[config.mk]
export PLATFORM = sky130hd
export DESIGN_NAME = uart_receiver
export DESIGN_NICKNAME = d
export VERILOG_FILES = /design/src/rtl/uart_receiver_pkg.sv /design/src/rtl/uart_rx_fifo.sv /design/src/rtl/uart_receiver.sv
export SDC_FILE = /design/constraint.sdc
export NUM_CORES = 1
export LEC_CHECK = 0
export CORE_ASPECT_RATIO = 0.5
export CORE_MARGIN = 2
export CORE_UTILIZATION = 58
export DETAILED_ROUTE_END_ITERATION = 6
export PLACE_DENSITY = 0.85
export RECOVER_POWER = 100
export SETUP_SLACK_MARGIN = 0.02
export SYNTH_ARGS = -nofsm -noshare
export SYNTH_HDL_FRONTEND = slang
export SYNTH_SLANG_ARGS = --single-unit
[constraint.sdc]
create_clock -name clk -period 4.2 [get_ports clk]
set_input_delay 0.84 -clock clk [delete_from_list [all_inputs] [get_ports clk]]
set_output_delay 0.84 -clock clk [all_outputs]
set_load 0.05 [all_outputs]
[src/rtl/uart_receiver_pkg.sv]
// Shared definitions for the UART receive path: FSM state encoding,
// oversampling default and the baud divider computation used by the transmitter too.
package uart_receiver_pkg;

    typedef enum logic [1:0] {
        ST_IDLE  = 2'd0,
        ST_START = 2'd1,
        ST_DATA  = 2'd2,
        ST_STOP  = 2'd3
    } rx_state_t;

    localparam int unsigned OVERSAMPLE_DEFAULT = 16;

    // Clocks per oversample tick, truncated.
    function automatic int unsigned calc_div(input int unsigned clk_hz,
                                             input int unsigned baud,
                                             input int unsigned oversample);
        return clk_hz / (baud * oversample);
    endfunction

endpackage

[src/rtl/uart_rx_fifo.sv]
// Synchronous show-ahead FIFO for received bytes; a push into a full FIFO is
// dropped and flagged on overflow unless a pop frees the slot in the same cycle.
module uart_rx_fifo #(
    parameter int unsigned DEPTH = 4,
    parameter int unsigned WIDTH = 8
) (
    input  logic             clk,
    input  logic             rst,
    input  logic             push,
    input  logic [WIDTH-1:0] din,
    input  logic             pop,
    output logic [WIDTH-1:0] dout,
    output logic             empty,
    output logic             full,
    output logic             overflow
);

    localparam int unsigned AW = $clog2(DEPTH);
    localparam int unsigned CW = AW + 1;

    if (DEPTH < 2 || (DEPTH & (DEPTH - 1)) != 0) begin : g_depth_chk
        $error("uart_rx_fifo: DEPTH must be a power of 2 and at least 2");
    end

    logic [WIDTH-1:0] r_mem [DEPTH];
    logic [AW-1:0]    r_wptr;
    logic [AW-1:0]    r_rptr;
    logic [CW-1:0]    r_count;

    logic w_pop_ok;
    logic w_push_ok;

    assign empty     = (r_count == '0);
    assign full      = (r_count == CW'(DEPTH));
    assign w_pop_ok  = pop && !empty;
    assign w_push_ok = push && (!full || w_pop_ok);
    assign overflow  = push && full && !pop;
    // Head is forced to zero while empty so nothing stale leaks out after reset.
    assign dout      = empty ? '0 : r_mem[r_rptr];

    always_ff @(posedge clk) begin
        if (w_push_ok) begin
            r_mem[r_wptr] <= din;
        end
    end

    always_ff @(posedge clk or posedge rst) begin
        if (rst) begin
            r_wptr  <= '0;
            r_rptr  <= '0;
            r_count <= '0;
        end else begin
            if (w_push_ok) begin
                r_wptr <= r_wptr + AW'(1);
            end
            if (w_pop_ok) begin
                r_rptr <= r_rptr + AW'(1);
            end
            case ({w_push_ok, w_pop_ok})
                2'b10:   r_count <= r_count + CW'(1);
                2'b01:   r_count <= r_count - CW'(1);
                default: r_count <= r_count;
            endcase
        end
    end

endmodule

[src/rtl/uart_receiver.sv]
// 8N1 UART receiver: input synchronizer, oversample tick generator and frame FSM
// feeding a small show-ahead FIFO, with sticky framing and overrun flags.
module uart_receiver
    import uart_receiver_pkg::*;
#(
    parameter int unsigned CLK_HZ     = 100_000_000,
    parameter int unsigned BAUD       = 115200,
    parameter int unsigned OVERSAMPLE = OVERSAMPLE_DEFAULT,
    parameter int unsigned FIFO_DEPTH = 4
) (
    input  logic       clk,
    input  logic       rst,
    input  logic       rx_channel,
    input  logic       rd_en,
    input  logic       err_clr,
    output logic [7:0] rx_data,
    output logic       rx_valid,
    output logic       rx_full,
    output logic       rx_busy,
    output logic       frame_err,
    output logic       overrun,
    output rx_state_t  dbg_state
);

    localparam int unsigned DIV = calc_div(CLK_HZ, BAUD, OVERSAMPLE);
    localparam int unsigned TW  = (DIV < 2) ? 1 : $clog2(DIV);

    if (DIV < 2) begin : g_div_chk
        $error("uart_receiver: CLK_HZ/(BAUD*OVERSAMPLE) must be at least 2");
    end

    logic [1:0]    r_sync;
    logic [TW-1:0] r_tcnt;
    rx_state_t     r_state;
    logic [3:0]    r_scnt;
    logic [2:0]    r_bcnt;
    logic [7:0]    r_shift;
    logic          r_busy;
    logic          r_frame_err;
    logic          r_overrun;

    logic w_rxs;
    logic w_tick;
    logic w_push;
    logic w_empty;
    logic w_overflow;

    assign w_rxs  = r_sync[1];
    assign w_tick = (r_tcnt == TW'(DIV - 1));
    // A byte is accepted on the stop-bit sample tick only if the stop bit is high.
    assign w_push = w_tick && (r_state == ST_STOP) && (r_scnt == 4'd15) && w_rxs;

    always_ff @(posedge clk or posedge rst) begin
        if (rst) begin
            r_sync <= 2'b11;
        end else begin
            r_sync <= {r_sync[0], rx_channel};
        end
    end

    always_ff @(posedge clk or posedge rst) begin
        if (rst) begin
            r_tcnt <= '0;
        end else if (w_tick) begin
            r_tcnt <= '0;
        end else begin
            r_tcnt <= r_tcnt + TW'(1);
        end
    end

    always_ff @(posedge clk or posedge rst) begin
        if (rst) begin
            r_state     <= ST_IDLE;
            r_scnt      <= '0;
            r_bcnt      <= '0;
            r_shift     <= '0;
            r_busy      <= 1'b0;
            r_frame_err <= 1'b0;
            r_overrun   <= 1'b0;
        end else begin
            // Clear first so a coinciding set event below takes priority.
            if (err_clr) begin
                r_frame_err <= 1'b0;
                r_overrun   <= 1'b0;
            end
            if (w_overflow) begin
                r_overrun <= 1'b1;
            end
            if (w_tick) begin
                case (r_state)
                    ST_IDLE: begin
                        if (!w_rxs) begin
                            r_scnt  <= '0;
                            r_state <= ST_START;
                            r_busy  <= 1'b1;
                        end
                    end
                    ST_START: begin
                        r_scnt <= r_scnt + 4'd1;
                        if (r_scnt == 4'd7) begin
                            if (!w_rxs) begin
                                r_scnt  <= '0;
                                r_bcnt  <= '0;
                                r_state <= ST_DATA;
                            end else begin
                                r_state <= ST_IDLE;
                                r_busy  <= 1'b0;
                            end
                        end
                    end
                    ST_DATA: begin
                        r_scnt <= r_scnt + 4'd1;
                        if (r_scnt == 4'd15) begin
                            r_shift <= {w_rxs, r_shift[7:1]};
                            r_bcnt  <= r_bcnt + 3'd1;
                            if (r_bcnt == 3'd7) begin
                                r_scnt  <= '0;
                                r_state <= ST_STOP;
                            end
                        end
                    end
                    ST_STOP: begin
                        r_scnt <= r_scnt + 4'd1;
                        if (r_scnt == 4'd15) begin
                            if (!w_rxs) begin
                                r_frame_err <= 1'b1;
                            end
                            r_state <= ST_IDLE;
                            r_busy  <= 1'b0;
                        end
                    end
                    default: begin
                        r_state <= ST_IDLE;
                        r_busy  <= 1'b0;
                    end
                endcase
            end
        end
    end

    uart_rx_fifo #(
        .DEPTH (FIFO_DEPTH),
        .WIDTH (8)
    ) u_fifo (
        .clk      (clk),
        .rst      (rst),
        .push     (w_push),
        .din      (r_shift),
        .pop      (rd_en),
        .dout     (rx_data),
        .empty    (w_empty),
        .full     (rx_full),
        .overflow (w_overflow)
    );

    assign rx_valid  = !w_empty;
    assign rx_busy   = r_busy;
    assign frame_err = r_frame_err;
    assign overrun   = r_overrun;
    assign dbg_state = r_state;

endmodule

## After elaboration in Yosys (flattened, before gate mapping)

Memory sizes are Yosys's and may differ from the RTL's.
Index checks and enable logic that the tools add are counted.

| storage, ports and cells | value |
|---|---|
| bits in registers | 35 |
| bits in writable memories | 32 |
| input port bits | 5 |
| word-level logic and storage cells | 93 |
| memories kept | 1 |

| cells by class | value |
|---|---|
| add/sub/neg operators | 7 |
| equality and inequality tests | 17 |
| multiplexer cells | 34 |
| reduce and logical (&&, ||, !) cells | 22 |

Memory list:

| memory | depth | width | read ports | clocked after memory_dff | wr ports | line | source |
|---|---|---|---|---|---|---|---|
| u_fifo.r_mem | 4 | 8 | 1 | 0 | 1 | uart_rx_fifo.sv:25 | `logic [WIDTH-1:0] r_mem [DEPTH];` |

Operators by type and width:

| cell | number |
|---|---|
| $mux 4 | 5 |
| $pmux 4 s4 | 1 |
| $mux 1 | 13 |
| $mux 2 | 6 |
| $ne 2x2->1 const B | 6 |
| $pmux 3 s2 | 2 |
| $reduce_and 6->1 | 2 |
| $mux 3 | 3 |
| $mux 8 | 1 |
| $pmux 2 s4 | 1 |
| $logic_and 1x1->1 | 7 |
| $add 3x1->3 const B | 2 |
| $add 6x1->6 const B | 1 |
| $eq 2x2->1 const B | 3 |
| $eq 3x3->1 const B | 2 |
| $eq 6x6->1 const B | 1 |
| $mux 6 | 1 |
| $reduce_bool 2->1 | 3 |
| $reduce_and 5->1 | 1 |
| $add 2x1->2 const B | 2 |
| $add 4x1->4 const B | 1 |
| $eq 2x1->1 const B | 2 |
| $eq 4x3->1 const B | 1 |
| $eq 4x4->1 const B | 1 |
| other kinds (10) | 12 |

## Longest topological paths before layout

Gate-level depths: netlist of the first run.

| depth | value |
|---|---|
| word-level depth | 7 |
| depth in mapped cells | 10 |

## Cells and area by module

A second synthesis of the first run with hierarchy kept.

| second synthesis, totals | value |
|---|---|
| cells, all modules | 227 |
| area total of the unflattened synthesis | 3069.2 sq um |

Modules (own cells, without submodules):

| module | instances | cells each | area each (sq um) |
|---|---|---|---|
| uart_rx_fifo | 1 | 108 | 1739.2 |
| uart_receiver | 1 | 119 | 1330.0 |

## Worst setup path after synthesis of the first run

No wires, ideal clock.

| path | value |
|---|---|
| path type | register to register |
| start point | register u_fifo.r_count[0] |
| end point | register u_fifo.r_count[2] |
| library setup time | 0.139 ns |
| data arrival time | 2.885 ns |
| data required time | 4.061 ns |
| path slack | 1.176 ns |
| cell stages (with the launch flop) | 9 |
| path buffers | 2 |
| period minus slack after synthesis | 3.024 ns |
| path through | dfrtp_1 -> clkbuf_1 -> or3_1 -> clkbuf_1 -> nand3_1 -> fa_1 -> or3_1 -> and3_1 -> or4_1 |

| on the way | value |
|---|---|
| cells in the longest elaborated chain, start to end | 7 |

RTL lines:

| element | line | source |
|---|---|---|
| start: declaration | uart_rx_fifo.sv:28 | `logic [CW-1:0] r_count;` |
| start signal: assignment | uart_rx_fifo.sv:60 | `2'b10: r_count <= r_count + CW'(1);` |
| start signal: assignment | uart_rx_fifo.sv:61 | `2'b01: r_count <= r_count - CW'(1);` |
| start signal: assignment | uart_rx_fifo.sv:62 | `default: r_count <= r_count;` |
| $logic_not 3->1 * | uart_rx_fifo.sv:33 | `assign empty = (r_count == '0);` |
| $logic_not 1->1 * | -- |  |
| named net rx_valid | uart_receiver.sv:17 | `output logic rx_valid,` |
| $logic_and 1x1->1 * | uart_rx_fifo.sv:35 | `assign w_pop_ok = pop && !empty;` |
| $logic_or 1x1->1 | uart_rx_fifo.sv:36 | `assign w_push_ok = push && (!full \|\| w_pop_ok);` |
| $logic_and 1x1->1 | uart_rx_fifo.sv:36 |  |
| $eq 2x1->1 or $eq 2x2->1 (tied branches) | uart_rx_fifo.sv:59 | `case ({w_push_ok, w_pop_ok})` |
| $pmux 3 s2 or $reduce_bool 2->1 (tied branches) | -- |  |

The timed path passes the listed nets; every way through them passes the cells marked *.
A chain may end at the register's enable or synchronous reset.

## Worst setup path in the final report of the first run

| path | value |
|---|---|
| start point | register u_fifo.r_rptr[0] |
| end point | output port rx_data[7] |

| on the way | value |
|---|---|
| cells in the longest elaborated chain, start to end | 2 |

RTL lines:

| element | line | source |
|---|---|---|
| start: declaration | uart_rx_fifo.sv:27 | `logic [AW-1:0] r_rptr;` |
| start signal: assignment | uart_rx_fifo.sv:57 | `r_rptr <= r_rptr + AW'(1);` |
| $mem_v2 4x8 | -- |  |
| $mux 8 | uart_rx_fifo.sv:39 | `assign dout = empty ? '0 : r_mem[r_rptr];` |
| end: declaration | uart_receiver.sv:16 | `output logic [7:0] rx_data,` |

Every way passes these cells.

==> results of run 1 <==
==> sequential cells by signal, summed over array words and instances, names as in the netlist, 2 cells and up, named ones only <==
register and flops:
u_fifo.r_count 3, r_bcnt 3, u_fifo.r_wptr 2, r_sync 2
r_shift 8, r_scnt 4, u_fifo.r_mem 32, u_fifo.r_rptr 2
r_tcnt 6
==> stage by stage <==
step           instance area [um^2]  setup slack (ns)  std cells  hold WS [ns]  total power, W
6_report                       3486            0.8049        324        0.3602        0.001636
5_1_grt                        3486            0.6663        324        0.3713        0.001699
4_1_cts                        3505            0.8325        324        0.3658        0.001650
2_1_floorplan                  3028             1.176        229        0.3452       0.0009462
3_5_place_dp                   3263            0.8709        308        0.3475        0.001003
3_3_place_gp                   3263            0.9808        308        0.3462       0.0009926
==> routing by layer <==
metal | up-vias | share of wire | GRT usage
met3 | 14 | 0.049 | 0.06323
met2 | 53 | 0.51 | 0.3729
met1 | 906 | 0.42 | 0.2130
met4 | 0 | 0.020 | 0.1096
met5 | - | 0 | 0
li1 | 873 | - | -
==> cell families after synthesis <==
kind of cell | Yosys count | share of synthesized area
simple gates | 73 | 0.1285
mux | 19 | 0.1004
fa+ha+maj | 10 | 0.04380
xor+xnor | 8 | 0.02314
buf+inv | 22 | 0.03016
compound gates | 30 | 0.06653
flops | 67 | 0.6074
==> worst reg2reg max path, stage by stage, from the launching register on <==
cell,delay [ns]
sky130_fd_sc_hd__dfrtp_1,0.44
sky130_fd_sc_hd__ha_1,0.25
sky130_fd_sc_hd__and3b_1,0.22
sky130_fd_sc_hd__nand4_1,0.39
sky130_fd_sc_hd__nand3_1,0.17
sky130_fd_sc_hd__fa_1,0.44
sky130_fd_sc_hd__or3_1,0.39
sky130_fd_sc_hd__and3_1,0.20
sky130_fd_sc_hd__or4_1,0.50
==> placed cells by master, fill, tap and decap left out, types with 2 or more instances in the layout <==
master                          Yosys  routed
sky130_fd_sc_hd__nand2_1           17      18
sky130_fd_sc_hd__bufinv_16          0       3
sky130_fd_sc_hd__and2_0             0       6
sky130_fd_sc_hd__clkinvlp_4         0       2
sky130_fd_sc_hd__xor2_1             3       3
sky130_fd_sc_hd__or3_1              3       3
sky130_fd_sc_hd__o21ai_0           10      10
sky130_fd_sc_hd__and3_1             3       3
sky130_fd_sc_hd__xnor2_1            5       5
sky130_fd_sc_hd__nor3_1             1       2
sky130_fd_sc_hd__o32ai_1            2       2
sky130_fd_sc_hd__and2_1            15       9
sky130_fd_sc_hd__or4_1              2       2
sky130_fd_sc_hd__mux2_2            10      10
sky130_fd_sc_hd__mux4_2             8       8
sky130_fd_sc_hd__a22o_1             2       2
sky130_fd_sc_hd__dfrtp_1           33      33
sky130_fd_sc_hd__o2111ai_1          2       2
sky130_fd_sc_hd__nand3_1            7       7
sky130_fd_sc_hd__clkbuf_8           0       9
sky130_fd_sc_hd__dlygate4sd3_1      0      18
sky130_fd_sc_hd__a21oi_1            5       5
sky130_fd_sc_hd__nor2b_1            3       3
sky130_fd_sc_hd__ha_1               9       9
sky130_fd_sc_hd__edfxtp_1          32      32
sky130_fd_sc_hd__nor2_1            14      14
sky130_fd_sc_hd__o31ai_1            2       2
sky130_fd_sc_hd__clkbuf_1           7       2
sky130_fd_sc_hd__inv_1             11      11
sky130_fd_sc_hd__dfstp_2            2       2
==> power groups by stage <==
| stage | clock network [W] | logic (W) | registers [W] |
|---|---|---|---|
| final | 0.000644 | 0.000218 | 0.000774 |
| after global routing | 0.000677 | 0.000237 | 0.000784 |
| after floorplan | 0 | 0.000214 | 0.000732 |
| after CTS | 0.000651 | 0.000225 | 0.000774 |
| after detailed placement | 0 | 0.000217 | 0.000786 |
| after global placement | 0 | 0.000209 | 0.000784 |
==> cells in the mapped netlist, drive strengths merged, types with 2 or more instances <==
cell and instances:
nand3 7, nor2 14, clkbuf 7, and2 15, or4 2, o21ai 10
inv 11, nor3 2, o2111ai 2, nor2b 3, nand2 18, ha 9
mux2 11, o32ai 2, a21oi 5, dfstp 2, and3 3, buf 4
o31ai 2, a22o 2, xnor2 5, or3 3, xor2 3, edfxtp 32
dfrtp 33, mux4 8
==> how the worst min path moves through the flow <==
stage               startpoint        end  slack, ns
floorplan            r_sync[0]  r_sync[1]       0.35
global placement     r_sync[0]  r_sync[1]       0.35
detailed placement   r_sync[0]  r_sync[1]       0.35
CTS                  r_sync[0]  r_sync[1]       0.37
global route         r_sync[0]  r_sync[1]       0.37
finish               r_sync[0]  r_sync[1]       0.36
==> final cells by class <==
class	count	area (um^2)	area share
multi-input combinational	140	1082	0.3105
sequential	67	1839	0.5276
clock buffer	10	127.6	0.03661
tap	70	87.58	0.02513
inverter	11	41.29	0.01184
timing repair buffer	20	193.9	0.05564
clock inverter	6	113.9	0.03266
==> impl_metrics.toml, run 1 <==
[finish]
synthToLayoutAreaGrowth_pct = 15.12
drive_above_1_share = 0.1378
postLayoutCoreUtil = 0.7004
final.fill_count = 322
antenna_cells_inserted = 0
nets = 264

[cts]
cts-buffers-inserted = 9
hold_buf_count_cts = 0
max-clock-path-buffers = 2
clock-sinks = 67
tritoncts = "built"
cts-resized-gates = 0
post_cts.repair.setup_buffers = 0
worstSkewPairLatency_ns = 0.35
clock_tree.htree_level_count = 3
root_buffer = "sky130_fd_sc_hd__clkbuf_8"
clk_transition_reported_paths_ns = 0.07

[worst_setup_path]
critical_path_data_required_time_ns = 3.36
path_depth = 3
worstSetupStartpointType = "flip-flop"
worst-path-max-fanout = 10
worstPathArrival_ns = 2.56
timing.reg2reg.setup_slack_ns = 1.09
endpoint_kind = "output pin"
slowest_stage = "sky130_fd_sc_hd__dlygate4sd3_1"
critical-path-top-delay-family = "buffers and inverters"
critical_path_class = "reg -> out"
worstSetupEndpoint = "rx_data[7]"
r2r_end = "u_fifo.r_count[2]"
crit_path_max_incr_delay_ns = 0.76
timing.rr.start = "r_tcnt[0]"
crit_path_cell_trace = "mux4_2 -> and2_1 -> dlygate4sd3_1"
cp.buffers_inverters = 1
reg2reg_depth = 8
crit_path_start = "u_fifo.r_rptr[0]"

[logic_synthesis]
synth-main-ff-cell = "sky130_fd_sc_hd__dfrtp_1"
yosys_warning_total = 0
synth_top_cell_by_area = "sky130_fd_sc_hd__edfxtp_1"
synth_top_area_share = 0.3174
avgSynthCellArea_um2 = 13.22
syn_nets = 244
synth_seq_area_share = 0.6074
synth.distinct_cells = 45
synth_area_um2 = 3028
asyncSetResetFlopFracSynth = 0.5224
synth_instances = 229
synth_edf_count = 32
synth.top_cells.by_area = "sky130_fd_sc_hd__edfxtp_1 (32%), sky130_fd_sc_hd__dfrtp_1 (27%), sky130_fd_sc_hd__mux4_2 (6.0%)"
ys_seq_elements = 67

[worst_hold_path]
hold-path-cell-count = 0
hold_class = "reg -> reg"

[timing]
timing_max_transition_violations_final = 0
fin_setup_tns_ns = 0
worst_clock_skew_ns = 0.007112
finalWorstPathRequiredPeriod_ns = 3.395
setup_violations = 0
final.period_utilization = 0.8084
timing.slew.headroom = 0.09955
final-hold-violation-count = 0
rsz0062_at_grt = "no"
tightestPinTransition_ns = 1.334
max_freq_mhz = 294.5

[run]
cap_viol_max_count = 0

[floorplanning]
die-area_um2 = 5849
floorplan.die.height_um = 55.09
core_area_um2 = 4977
start_util = 0.6083
floorplan.rows = 18
die_boundary_width_um = 106.2
boundaryPins = 20

[placement]
place_congestion = 0.8501
dp.final_hpwl_um = 3361
place.port_buffers = 19

[power]
power.combinational.fraction = 0.133
power_density_nw_per_um2 = 469.3
sequentialPowerShare = 0.473
share_clk_of_total_power = 0.394
power.internal_w = 0.001197
total_switching_power_w = 0.0004394
vdd_ir_drop_max_mv = 0.2457
switching_part_of_the_total = 0.2686
leakagePower_nw = 1.502

[drt]
ant_nets = 0
drt-pass1-iter-count = 4
dr.first_iter.drc_count = 87
route.vias.total = 1846
drt-vias-per-instance = 5.698
postRouteWirelength_um = 5257
wl_per_cell_um = 16.23
route.detailed.drc = 0

[global_routing]
number_of_global_route_vias_before_repair = 1798
grt_antenna_before_repair = 0
grt_pass1_wl_um = 8238
grt.total_usage = 0.1994
grt-ovfl-total = 0
largest_net_degree_at_the_start_of_global_routing = 24

[outcome]
run_status = "finished clean"
Power figures use the tool's default switching activity.
==> inputs of run 2 (changes only) <==
- clock period: 4.2 -> 3.46 ns (I/O delays scaled with it)
==> impl_metrics.toml, run 2 (same netlist as run 1, synthesis figures left out) <==
[worst_setup_path]
crit_path_start = "u_fifo.r_rptr[0]"
timing.reg2reg.setup_slack_ns = 0.35
worst-path-max-fanout = 10
critical_path_data_required_time_ns = 2.77
worstPathArrival_ns = 2.53
worstSetupStartpointType = "flip-flop"
endpoint_kind = "output pin"
crit_path_cell_trace = "mux4_2 -> and2_1 -> dlygate4sd3_1"
slowest_stage = "sky130_fd_sc_hd__dlygate4sd3_1"
r2r_end = "r_shift[5]"
critical_path_class = "reg -> out"
reg2reg_depth = 7
timing.rr.start = "r_tcnt[1]"
crit_path_max_incr_delay_ns = 0.75

[drt]
dr.first_iter.drc_count = 76
route.vias.total = 1815
wl_per_cell_um = 15.49
drt-vias-per-instance = 5.567
route.detailed.drc = 0
ant_nets = 0
drt-pass1-iter-count = 4
postRouteWirelength_um = 5049

[cts]
cts-resized-gates = 0
clock_tree.htree_level_count = 3
root_buffer = "sky130_fd_sc_hd__clkbuf_8"
clk_transition_reported_paths_ns = 0.08
hold_buf_count_cts = 0
cts-buffers-inserted = 9
clock-sinks = 67
worstSkewPairLatency_ns = 0.35
max-clock-path-buffers = 2
tritoncts = "built"
post_cts.repair.setup_buffers = 0

[power]
leakagePower_nw = 1.484
vdd_ir_drop_max_mv = 0.2740
power_density_nw_per_um2 = 529.6

[global_routing]
grt_pass1_wl_um = 8031
grt-ovfl-total = 0
largest_net_degree_at_the_start_of_global_routing = 36
number_of_global_route_vias_before_repair = 1777
grt.total_usage = 0.1938
grt_antenna_before_repair = 0

[outcome]
failed_checks = "capacitance limit, slew limit"
run_status = "finished, violations left"

[floorplanning]
die_boundary_width_um = 106.2
die-area_um2 = 5849
boundaryPins = 20
start_util = 0.6083
floorplan.rows = 18
floorplan.die.height_um = 55.09
core_area_um2 = 4977

[worst_hold_path]
worstHoldStart = "r_sync[0]"
hold_path_end = "r_sync[1]"
hold_class = "reg -> reg"
hold-path-cell-count = 0

[timing]
timing_max_transition_violations_final = 36
final-hold-violation-count = 0
timing.slew.headroom = -0.2623
final.period_utilization = 0.9316
tightestPinTransition_ns = 1.893
setup_violations = 0
fin_setup_tns_ns = 0
max_freq_mhz = 310.2
rsz0062_at_grt = "no"
finalWorstPathRequiredPeriod_ns = 3.223
worst_clock_skew_ns = 0.01105

[placement]
place.port_buffers = 19
place_congestion = 0.7986
dp.final_hpwl_um = 3408

[finish]
postLayoutCoreUtil = 0.6931
synthToLayoutAreaGrowth_pct = 13.93
max_reg_flops = 32
regArea_um2 = 1839
registers.top_by_ff_count = "u_fifo.r_mem"
top_regs = "u_fifo.r_mem x32, r_shift x8, r_tcnt x6"
antenna_cells_inserted = 0
commonest_non_fill_non_tap_cell_in_the_layout = "sky130_fd_sc_hd__dfrtp_1"
final.fill_count = 332
layout_common_cells = "sky130_fd_sc_hd__dfrtp_1 (33), sky130_fd_sc_hd__edfxtp_1 (32), sky130_fd_sc_hd__nand2_1 (18)"
drive_above_1_share = 0.1406
nets = 266
multi_input_comb_area_um2 = 1082

[run]
cap_viol_max_count = 1
run 2: how the worst max path moves through the flow:
stage | end | cells after the start
6_report | rx_data[7] | 3
5_1_grt | rx_data[7] | 3
4_1_cts | rx_data[7] | 3
3_5_place_dp | u_fifo.r_count[2] | 6
3_3_place_gp | rx_data[7] | 3
2_1_floorplan | u_fifo.r_count[2] | 8
run 2: layer usage:
| metal | vias to the layer above | global-route usage | routed length (um) |
|---|---|---|---|
| li1 | 875 | - | - |
| met2 | 41 | 0.3558 | 2630 |
| met4 | 0 | 0.1009 | 107 |
| met1 | 885 | 0.2064 | 2099 |
| met3 | 14 | 0.07260 | 212 |
| met5 | - | 0 | 0 |
run 2: area by class of cell:
cell class,count,area share
sequential,67,0.5332
multi-input combinational,140,0.3137
inverter,11,0.01197
timing repair buffer,22,0.05948
clock buffer,10,0.03700
tap,70,0.02539
clock inverter,6,0.01922
run 2: worst max-delay path: cells and delay by family (launching register included):
kind,cells,cell delay [ns]
buffers and inverters,1,0.75
multiplexers,1,0.56
AND/OR/NAND/NOR,1,0.17
flip-flops,1,0.70
run 2: per-stage QoR:
step | std cells | setup WS, ns | hold WS, ns | instance area (um^2) | power (W)
floorplan | 229 | 0.4359 | 0.3452 | 3028 | 0.001149
global placement | 310 | 0.6461 | 0.3463 | 3278 | 0.001204
detailed placement | 310 | 0.5853 | 0.3478 | 3278 | 0.001221
CTS | 326 | 0.2640 | 0.3573 | 3472 | 0.001842
global route | 326 | 0.1098 | 0.3585 | 3450 | 0.001900
finish | 326 | 0.2366 | 0.3570 | 3450 | 0.001827
run 2: power by group:
group / switching, W / internal (W)
Sequential: 0.0000779 / 0.000858
Clock: 0.000298 / 0.000332
Combinational: 0.000145 / 0.000116
Total: 0.000521 / 0.00131
